File: src/rtl/sysmem_ctrl_if.sv
// CPU-side native memory bus and BRAM byte-lane bus bundles for sysmem_ctrl.
// The master modport is the initiator on each bus, and the slave modport is the responder.
interface sysmem_cpu_if;
    logic        mem_valid;
    logic [31:0] mem_addr;
    logic [31:0] mem_wdata;
    logic [3:0]  mem_wstrb;
    logic        mem_ready;
    logic [31:0] mem_rdata;

    modport master (output mem_valid, mem_addr, mem_wdata, mem_wstrb,
                    input  mem_ready, mem_rdata);
    modport slave  (input  mem_valid, mem_addr, mem_wdata, mem_wstrb,
                    output mem_ready, mem_rdata);
endinterface

interface sysmem_bram_if #(parameter int ADDR_W = 10);
    logic [ADDR_W-1:0] bram_addr;
    logic              bram_ce;
    logic [3:0]        bram_we;
    logic [31:0]       bram_di;
    logic [31:0]       bram_do;
    logic              bram_rst;

    modport master (output bram_addr, bram_ce, bram_we, bram_di, bram_rst,
                    input  bram_do);
    modport slave  (input  bram_addr, bram_ce, bram_we, bram_di, bram_rst,
                    output bram_do);
endinterface

File: src/rtl/sysmem_ctrl.sv
// Drives four 8-bit BRAM byte lanes for a picorv32 native bus, one word per transaction.
// Latency: request edge E0, lane access in ACC, mem_ready pulse in the following cycle; there is no backpressure, and one transaction is issued every 3 cycles.
module sysmem_ctrl #(
    parameter logic [31:0] BASE_ADDR = 32'h0000_0000,
    parameter int          ADDR_W    = 10
) (
    input  logic           clk,
    input  logic           rst,
    sysmem_cpu_if.slave    cpu,
    sysmem_bram_if.master  bram,
    output logic           err_misalign
);

    typedef enum logic [1:0] {IDLE, ACC, RESP} state_t;

    state_t            state_q, state_d;
    logic [ADDR_W-1:0] addr_q, addr_d;
    logic [31:0]       di_q, di_d;
    logic [3:0]        we_q, we_d;
    logic              ce_q, ce_d;
    logic              wr_q, wr_d;
    logic              err_q, err_d;
    logic              sel;

    assign sel = cpu.mem_valid &&
                 (cpu.mem_addr[31:ADDR_W+2] == BASE_ADDR[31:ADDR_W+2]);

    always_ff @(posedge clk or posedge rst) begin
        if (rst) begin
            state_q <= IDLE;
            addr_q  <= '0;
            di_q    <= '0;
            we_q    <= '0;
            ce_q    <= 1'b0;
            wr_q    <= 1'b0;
            err_q   <= 1'b0;
        end else begin
            state_q <= state_d;
            addr_q  <= addr_d;
            di_q    <= di_d;
            we_q    <= we_d;
            ce_q    <= ce_d;
            wr_q    <= wr_d;
            err_q   <= err_d;
        end
    end

    always_comb begin
        state_d = state_q;
        addr_d  = addr_q;
        di_d    = di_q;
        we_d    = we_q;
        ce_d    = ce_q;
        wr_d    = wr_q;
        err_d   = err_q;
        case (state_q)
            IDLE: begin
                if (sel) begin
                    state_d = ACC;
                    addr_d  = cpu.mem_addr[ADDR_W+1:2];
                    di_d    = cpu.mem_wdata;
                    we_d    = cpu.mem_wstrb;
                    ce_d    = 1'b1;
                    wr_d    = |cpu.mem_wstrb;
                    // Misaligned requests still complete, at the aligned word.
                    if (cpu.mem_addr[1:0] != 2'b00) err_d = 1'b1;
                end
            end
            ACC: begin
                state_d = RESP;
                ce_d    = 1'b0;
                we_d    = 4'b0000;
            end
            RESP:    state_d = IDLE;
            default: state_d = IDLE;
        endcase
    end

    assign cpu.mem_ready  = (state_q == RESP);
    assign cpu.mem_rdata  = (state_q == RESP && !wr_q) ? bram.bram_do : 32'h0;

    assign bram.bram_addr = addr_q;
    assign bram.bram_di   = di_q;
    assign bram.bram_we   = we_q;
    assign bram.bram_ce   = ce_q;
    assign bram.bram_rst  = rst;
    assign err_misalign   = err_q;

endmodule

File: src/flat_wrapper.sv
// flat-port wrapper written by rule: the top's interface ports become plain ports
module sysmem_ctrl_flat 
#(
    parameter logic [31:0] BASE_ADDR = 32'h0000_0000,
    parameter int          ADDR_W    = 10
)
  (clk, rst, err_misalign, cpu_mem_valid, cpu_mem_addr, cpu_mem_wdata, cpu_mem_wstrb, cpu_mem_ready, cpu_mem_rdata, bram_bram_addr, bram_bram_ce, bram_bram_we, bram_bram_di, bram_bram_rst, bram_bram_do);
  sysmem_cpu_if cpu_i ();
  sysmem_bram_if #(.ADDR_W(ADDR_W)) bram_i ();
  input  logic clk;
  input  logic rst;
  output logic err_misalign;
  input wire logic [$bits(cpu_i.mem_valid)-1:0] cpu_mem_valid;
  input wire logic [$bits(cpu_i.mem_addr)-1:0] cpu_mem_addr;
  input wire logic [$bits(cpu_i.mem_wdata)-1:0] cpu_mem_wdata;
  input wire logic [$bits(cpu_i.mem_wstrb)-1:0] cpu_mem_wstrb;
  output wire logic [$bits(cpu_i.mem_ready)-1:0] cpu_mem_ready;
  output wire logic [$bits(cpu_i.mem_rdata)-1:0] cpu_mem_rdata;
  output wire logic [$bits(bram_i.bram_addr)-1:0] bram_bram_addr;
  output wire logic [$bits(bram_i.bram_ce)-1:0] bram_bram_ce;
  output wire logic [$bits(bram_i.bram_we)-1:0] bram_bram_we;
  output wire logic [$bits(bram_i.bram_di)-1:0] bram_bram_di;
  output wire logic [$bits(bram_i.bram_rst)-1:0] bram_bram_rst;
  input wire logic [$bits(bram_i.bram_do)-1:0] bram_bram_do;
  assign cpu_i.mem_valid = cpu_mem_valid;
  assign cpu_i.mem_addr = cpu_mem_addr;
  assign cpu_i.mem_wdata = cpu_mem_wdata;
  assign cpu_i.mem_wstrb = cpu_mem_wstrb;
  assign cpu_mem_ready = cpu_i.mem_ready;
  assign cpu_mem_rdata = cpu_i.mem_rdata;
  assign bram_bram_addr = bram_i.bram_addr;
  assign bram_bram_ce = bram_i.bram_ce;
  assign bram_bram_we = bram_i.bram_we;
  assign bram_bram_di = bram_i.bram_di;
  assign bram_bram_rst = bram_i.bram_rst;
  assign bram_i.bram_do = bram_bram_do;
  sysmem_ctrl #(.BASE_ADDR(BASE_ADDR), .ADDR_W(ADDR_W)) u_core (.clk(clk), .rst(rst), .cpu(cpu_i), .bram(bram_i), .err_misalign(err_misalign));
endmodule
File: config.mk
export PLATFORM = sky130hd
export DESIGN_NAME = sysmem_ctrl_flat
export DESIGN_NICKNAME = d
export VERILOG_FILES = /design/src/rtl/sysmem_ctrl_if.sv /design/src/rtl/sysmem_ctrl.sv /design/src/flat_wrapper.sv
export SDC_FILE = /design/constraint.sdc
export NUM_CORES = 1
export LEC_CHECK = 0
export CAP_MARGIN = 20
export CELL_PAD_IN_SITES_DETAIL_PLACEMENT = 0
export CELL_PAD_IN_SITES_GLOBAL_PLACEMENT = 1
export CORE_AREA = 3 3 107 109
export CTS_BUF_LIST = sky130_fd_sc_hd__clkbuf_4 sky130_fd_sc_hd__clkbuf_8
export CTS_CLUSTER_DIAMETER = 120
export DETAILED_ROUTE_END_ITERATION = 10
export DIE_AREA = 0 0 110 112
export PLACE_DENSITY_LB_ADDON = 0.1
export SLEW_MARGIN = 20
export SYNTH_ARGS = -nofsm -noshare
export SYNTH_HDL_FRONTEND = slang
export SYNTH_SLANG_ARGS = --single-unit
export TNS_END_PERCENT = 10
File: constraint.sdc
create_clock -name clk -period 2.05 [get_ports clk]
set_input_delay 0.615 -clock clk [delete_from_list [all_inputs] [get_ports clk]]
set_output_delay 0.615 -clock clk [all_outputs]
set_load 0.1 [all_outputs]
==> results of run 1 <==
-- stage by stage --
| step | hold WS (ns) | setup TNS, ns | utilization | worst slack, ns |
|---|---|---|---|---|
| 6_report | 0.5342 | -7.453 | 0.5573 | -0.1651 |
| 5_1_grt | 0.5500 | -11.52 | 0.5573 | -0.2602 |
| 4_1_cts | 0.5399 | -7.475 | 0.5529 | -0.1806 |
| 3_5_place_dp | 0.5149 | -29.72 | 0.4972 | -0.6375 |
| 3_3_place_gp | 0.5034 | -31.07 | 0.4972 | -0.6572 |
| 2_1_floorplan | 0.5158 | -21.42 | - | -0.3283 |
-- power groups by stage --
stage | logic [W] | registers [W] | clock network [W]
finish | 0.000256 | 0.00101 | 0.000594
global route | 0.000275 | 0.00101 | 0.000658
CTS | 0.000257 | 0.00101 | 0.000629
detailed placement | 0.000254 | 0.00103 | 0
global placement | 0.000252 | 0.00103 | 0
floorplan | 0.0000321 | 0.00103 | 0
-- area by class of cell --
cell class	count	area share
Sequential cell	51	0.2141
Multi-Input combinational cell	119	0.2071
Tap cell	140	0.02938
Timing Repair Buffer	223	0.5333
Inverter	2	0.001259
Clock buffer	6	0.01280
Clock inverter	2	0.002099
-- registers in the layout (all words and copies together) (netlist names) --
signal and cells:
u_core.bram.bram_di 32, u_core.bram.bram_addr 10, u_core.bram.bram_we 4, u_core.state_q 2
u_core.bram.bram_ce 1, u_core.err_misalign 1, u_core.wr_q 1
-- routing by layer --
layer	global-route usage	share of wire
met5	0	0
met1	0.1472	0.35
met3	0.06261	0.14
met2	0.2411	0.50
met4	0.03658	0.016
-- layout by cell type (no fill, tap or decap), types with 2 or more instances in the layout --
master,count
buf_4,20
clkdlybuf4s15_1,5
clkbuf_8,5
mux2_1,2
nand2_1,5
buf_2,3
o21ai_1,4
nor2b_4,2
nor2_1,3
buf_6,6
and2_4,32
dfrtp_1,51
mux2_2,8
buf_16,6
nand3_1,4
nor2b_1,5
dlygate4sd2_1,8
clkdlybuf4s50_1,83
nand4_1,5
mux2_4,33
buf_12,89
or4_4,2
nor4_4,2
-- cell families (layout without fill, tap and decap cells) --
kind of cell	count (synthesis)	after routing	synth area share
buf+inv	10	233	0.03098
mux	43	43	0.2103
simple gates	70	70	0.1891
flops	51	51	0.5543
compound gates	6	6	0.01522
-- final timing paths --
check                      depth (start not counted)  slack [ns]                 from                        to
setup / recovery                                   6       -0.17    u_core.state_q[0]         cpu_mem_rdata[22]
hold / removal                                     1        0.53  u_core.err_misalign       u_core.err_misalign
setup reg to reg                                   9        0.03    u_core.state_q[0]    u_core.bram.bram_di[6]
hold reg to reg                                    1        0.53  u_core.err_misalign       u_core.err_misalign
max in group asynchronous                          3        1.05                  rst  u_core.bram.bram_addr[5]
min in group asynchronous                          3        0.75                  rst    u_core.bram.bram_di[6]
-- what timing repair did --
action,in CTS,in global routing
endpoints found under the setup margin,81,80
cloned,7,1
pin swaps,11,3
setup buffers,16,0
resized for setup,87,10
==> results.md, run 1 <==
Clocking:
- The largest buffer count on any clock path is 2.
- The clock-pin slew on the worst setup and hold paths is about 0.10 ns.
- TritonCTS built the clock tree.
- The depth of the CTS H-tree is 2.
- The number of clock buffers added by TritonCTS is 5.
- Clock tree synthesis selected as its root buffer the cell clkbuf_8.
- CTS saw between 50 and 60 sinks.
- The clock latency reported for the late side of the worst-skew pair is approximately 0.30 ns.
- The number of hold buffers added after cts is 0.

STA:
- The number of hold violations in the final report is 0.
- The peak clock frequency supported by timing is 0.4515 GHz.
- For the pin with the worst max-slew slack, the measured transition is around 0.28 ns.
- Setup repair after global routing could not meet its margin everywhere.
- Subtracting the final worst setup slack from the clock period gives approximately 2.2 ns.
- The final number of max-transition violations was 0.
- The post-layout worst setup margin is -0.1651 ns.
- The count of final setup violators is 65.
- The setup skew after layout is 0.008619 ns.
- Headroom to the max-slew limit came out at 0.8111.
- In the finished design, the share of the clock period the worst path needs comes to 1.081.

Drt:
- Once detail routing completed, the nets flagged for antenna violations numbered 0.
- The total DRC errors in the routed layout is 0.
- The total via count after detailed routing is around 2300.
- The total wire length after detailed routing is just under 9000 µm.
- After detailed routing, the number of vias per cell comes to around 4.2.
- The iteration-0 DRC count of the detailed router is 25.
- Before antenna repair, the detailed router went through 3 iterations.
- The post-detailed-route wirelength per cell is ~16 µm.

Synth:
- The area share of the largest cell type after synthesis is 0.5543.
- Sorting the synthesized cells by area gives the leading types as dfrtp_1 (55%), mux2_2 (17%), and2_1 (8.7%), mux2_1 (3.9%), buf_6 (2.0%).
- In this run, synthesis inferred 0 flip-flops with an integrated enable.
- For this run, asynchronously set or reset flops after synthesis account for 1.000.
- Ranked by instance count, the synthesized netlist is headed by dfrtp_1 (51), mux2_2 (35), and2_1 (32).
- Summed over all instances, the cell type with the most area after synthesis is dfrtp_1.
- The mean post-synth cell area is approximately 13 µm².
- The sequential share of the synthesized area is 0.5543.
- The synthesized design contains 51 register bits.
- The post-synthesis net count is 283.
- The most frequently used cell type in the post-synthesis netlist is dfrtp_1.
- The synthesized netlist occupies a cell area of 2302 µm².
- Among all flip-flop cells after synthesis, the most frequent one is dfrtp_1.
- The number of different library cells used by synthesis comes to 26.
- The cell count after synthesis is 180.
- The count of warnings emitted by yosys is 0.

Placed design:
- The weighted congestion reported at the end of routability-driven placement is 0.6888.
- The number of I/O port buffers is about 180.
- The wire-length estimate of the detail-placed layout is between 6000 and 7000 µm.
- The placed standard-cell area is between 5000 and 6000 µm².
- The total placed cells including tap cells is ~510.

Pwr:
- The share of total power dissipated in the clock network is 0.320.
- The reported leakage power is approximately 2.6 nW.
- The internal power is approximately 0.0014 W.
- Overall power consumption after layout is estimated at about 0.0019 W.
- The total power density per cell area is between 300 and 400 nW/µm².
- Of the total power, the share spent switching nets is 0.2235.
- The register share of total power is 0.542.
- The share of total power dissipated in combinational logic is 0.138.
- The peak supply drop is ~0.24 mV.
- The switching power summed over all nets is just over 0.0004 W.

Cells and area:
- The antenna diode count is 0.
- The area of the multi-input gates is roughly 1200 µm².
- The synthesis-to-finish area growth is 159.0%.
- The sequential cells in the finished layout cover a total of 1276 µm².
- The total number of nets in the final design is slightly above 500.
- The fraction of final layout cells sized beyond drive strength 1 is 0.5459.
- After routing the design area is 5962 µm².
- The final standard cell count with taps included and fillers excluded is ~540.
- The number of filler instances in the final layout is slightly above 900.

Worst setup path:
- The worst setup path is launched from a register.
- The largest fanout on the critical path is 8.
- The critical path contains buffers and inverters numbering 3 combined.
- The worst path arrival time is about 1.6 ns.
- For the worst setup path, the data required time is between 1 and 1.5 ns.
- The kind of cell with the highest combined delay on the critical path is simple AND/OR/NAND/NOR gates.
- The start-to-end type of the worst setup path is register to output port.
- Walking the worst path, the cells encountered are nor2b_4, nor2b_4, buf_12, clkbuf_16, and2_4, buf_12.
- On the critical path, the stage with the largest delay is an instance of dfrtp_1.
- STA classifies the critical path endpoint as an output port.
- On the worst path, the slowest cell contributes a delay of a little over 0.4 ns.

Status:
- The final reports fail on setup timing.
- The run finished, with violations left.

Global routing:
- The via count of the first global-routing pass is 2534.
- The global-route wire length before repair is 13080 µm.
- The initial antenna violation count is 0.
- In the global route stage, overall resource usage came out at 0.1374.
- Entering global routing, the biggest net connects 52 pins.
- The total overflow left after global routing is 0.

Floorplanning:
- The die is ~110 µm tall.
- The placeable core region is about 11000 µm².
- Pin placement for this block handled approximately 190 I/O pins.
- The starting density of the core is 0.2152.
- The number of placement rows is 38.
- From left edge to right edge, the die measures roughly 110 µm.
- The total die area is approximately 12000 µm².

Run:
- Max-cap violations in this run came to 0.

Hold path:
- The path class of the tightest hold or removal check is register to register.
No activity file was read; power rests on OpenSTA's default activity.
==> run 2: changes to the inputs <==
--- a/config.mk
+++ b/config.mk
@@ -11,8 +11,10 @@
 export CORE_AREA = 3 3 107 109
 export CTS_BUF_LIST = sky130_fd_sc_hd__clkbuf_4 sky130_fd_sc_hd__clkbuf_8
 export CTS_CLUSTER_DIAMETER = 120
+export CTS_CLUSTER_SIZE = 25
 export DETAILED_ROUTE_END_ITERATION = 10
 export DIE_AREA = 0 0 110 112
+export MAX_ROUTING_LAYER = met4
 export PLACE_DENSITY_LB_ADDON = 0.1
 export SLEW_MARGIN = 20
 export SYNTH_ARGS = -nofsm -noshare
==> run 2 against run 1 <==
The run still ends with setup timing left; worst setup slack about the same; clock-buffer cell count unchanged; utilization unchanged; maximum frequency about the same; non-clock buffer count unchanged; register-to-register slack about the same; sequential power about the same; hold slack about the same; cell area unchanged; die area unchanged; combinational power about the same; critical endpoint unchanged.
==> results.md, run 2 (synthesis results as in run 1) <==
Status:
- The run finished, with violations left.
- The checks that failed: setup timing.

Pwr:
- The analysis attributes to net switching a power of between 0.0004 and 0.0005 W.
- Of the total power, the clock network draws 0.320.
- Internal power comes to ~0.0014 W.
- The peak supply drop is between 0.2 and 0.25 mV.
- The switching part of the total power is 0.2234.
- The register share of total power is 0.542.
- Of the total power, combinational logic draws 0.138.
- The reported leakage power is roughly 2.6 nW.
- Power spread over the standard cell area amounts to a little over 300 nW/µm².

Cells and area:
- In the layout the commonest cells are buf_12 (89), clkdlybuf4s50_1 (83), dfrtp_1 (51), mux2_4 (33), and2_4 (32).
- The commonest non-fill, non-tap cell in the layout is buf_12.
- The final standard cell count with taps included and fillers excluded is approximately 540.
- The total number of nets in the final design is 505.
- The register with the most flip-flops in the layout has 32 of them.
- The fraction of final layout cells sized beyond drive strength 1 is 0.5459.
- Measured on the finished design, the core utilization comes to 0.5573.
- The area growth from synthesis to layout is 159.0%.
- 0 antenna diodes ended up in the layout.

Floorplanning:
- The starting density of the core is 0.2152.
- The die extent in x is around 110 µm.
- The count of pins on the block boundary is roughly 190.
- From bottom edge to top edge, the die measures around 110 µm.
- The floorplan step defined a die boundary enclosing ~12000 µm².
- After floorplanning, the core was divided into 38 placement rows.
- The placeable core region is 10700 µm².

STA:
- The number of hold violations in the final report is 0.
- The period utilization is 1.081.
- The setup skew after layout is 0.008639 ns.
- The final number of max-transition violations came to 0.
- For the pin with the worst max-slew slack, the measured transition is around 0.28 ns.
- After layout, the minimum clock period comes to approximately 2.2 ns.
- The peak clock frequency supported by timing is 0.4514 GHz.
- Setup violations remaining at the end of the flow were counted as 65.
- The worst slew slack as a fraction of its limit is 0.8111.
- Setup repair after global routing could not meet its margin everywhere.
- Once routing completed, OpenROAD measured the worst setup slack at -0.1654 ns.

Hold path:
- The class of the tightest hold or removal check is register to register.
- The number of instances on the worst hold path is 1.

Clocking:
- The clock tree root buffer cell is clkbuf_8.
- The clock reaches the later pin of the worst-skew pair after 0.30 ns.
- The total CTS buffers is 5.
- The number of sinks on the clock net is just over 50.
- Hold repair after CTS inserted 0 buffers.
- The clock tree synthesis step divided the H-tree into 2 levels.
- The clock passes through at most 2 buffers.
- Clock-pin slew was measured on the worst setup and hold paths at about 0.10 ns.
- The TritonCTS clock tree is done.

Worst setup path:
- The depth of the worst register-to-register path is 9.
- The data required time at the worst endpoint is 1.43 ns.
- The worst path arrival time is 1.60 ns.
- The worst register-to-register path has a setup slack of roughly 0.02 ns.
- The start-to-end type of the worst setup path is register to output port.
- The sort of element at the end of the critical path is an output port.
- The category of the worst setup path launch point is a register.
- The largest fanout on the critical path is 8.

Drt:
- For this run, design rule violations remaining after detail routing come to 0.
- Summing over every cut layer, the via total after detailed routing is roughly 2300.
- The first TritonRoute pass finished after 3 iterations.
- Summed over all layers, the routed wires come to slightly below 9000 µm.
- After detailed routing, the number of vias per cell comes to 4.250.
- Dividing the detail-routed wire length by the instance count gives between 15 and 20 µm.
- The iteration-0 DRC count of the detailed router is 24.
- In this run the remaining antenna-violating nets after routing total 0.

Placed design:
- Routability-driven placement finished with a final weighted congestion of roughly 0.70.
- The number of I/O port buffers is approximately 180.
- The half-perimeter wire length after detailed placement is approximately 6300 µm.
- The number of placed instances, taps included, is about 510.

Run:
- Max-cap violations in this run came to 0.

Global routing:
- The total overflow left after global routing is 0.
- The via count of the first global-routing pass came to roughly 2500.
- The first global-routing pass estimated roughly 13000 µm of wire.
- The initial antenna violation count was 0.
- For this run, the total global-route usage over all layers was measured as 0.1415.
- Entering global routing, the biggest net connects 52 pins.
-- run 2: through the flow --
step / cell area [µm²] / worst slack (ns) / power [W] / hold slack (ns) / TNS (ns)
after floorplan: 2406 / -0.3283 / 0.001058 / 0.5158 / -21.42
after global placement: 5319 / -0.6572 / 0.001277 / 0.5034 / -31.07
after detailed placement: 5319 / -0.6375 / 0.001279 / 0.5149 / -29.72
after CTS: 5914 / -0.1806 / 0.001891 / 0.5399 / -7.475
after global routing: 5962 / -0.2602 / 0.001938 / 0.5500 / -11.51
final: 5962 / -0.1654 / 0.001855 / 0.5342 / -7.465
-- run 2: final timing paths --
path | startpoint | to
max in group asynchronous | rst | u_core.bram.bram_addr[5]
worst max register to register | u_core.state_q[0] | u_core.bram.bram_di[6]
worst min-delay path | u_core.err_misalign | u_core.err_misalign
worst min register to register | u_core.err_misalign | u_core.err_misalign
worst max-delay path | u_core.state_q[0] | cpu_mem_rdata[22]
min in group asynchronous | rst | u_core.bram.bram_di[6]
-- run 2: critical path, cell delays in order, from the launching register on --
cell and delay (ns):
dfrtp_1 0.41, nor2b_4 0.12, nor2b_4 0.18, buf_12 0.13, clkbuf_16 0.14, and2_4 0.14
buf_12 0.16
-- run 2: final cells by class --
| cell class | count | area [µm²] |
|---|---|---|
| clock buffer | 6 | 76.32 |
| clock inverter | 2 | 12.51 |
| fill | 907 | 4736 |
| inverter | 2 | 7.507 |
| multi-input combinational | 119 | 1235 |
| sequential | 51 | 1276 |
| tap | 140 | 175.2 |
| timing repair buffer | 223 | 3179 |
-- run 2: power groups by stage --
stage               sequential [W]  combinational (W)  clock [W]
floorplan                  0.00103          0.0000321          0
global placement           0.00103           0.000252          0
detailed placement         0.00103           0.000254          0
CTS                        0.00101           0.000257   0.000629
global route               0.00101           0.000275   0.000658
finish                     0.00101           0.000256   0.000594
-- run 2: layer usage --
| metal | routed length [µm] | global-route usage | vias to the layer above |
|---|---|---|---|
| li1 | - | - | 1063 |
| met2 | 4478 | 0.2399 | 133 |
| met1 | 3260 | 0.1582 | 1100 |
| met5 | 0 | - | - |
| met4 | 119 | 0.03658 | 0 |
| met3 | 1011 | 0.04696 | 12 |
-- run 2: repair_timing --
| item | 4_1_cts | 5_1_grt |
|---|---|---|
| buffers inserted | 16 | 0 |
| setup endpoints to repair | 81 | 80 |
| gates resized for setup | 87 | 10 |
| gates cloned | 7 | 1 |
| pin swaps | 11 | 3 |
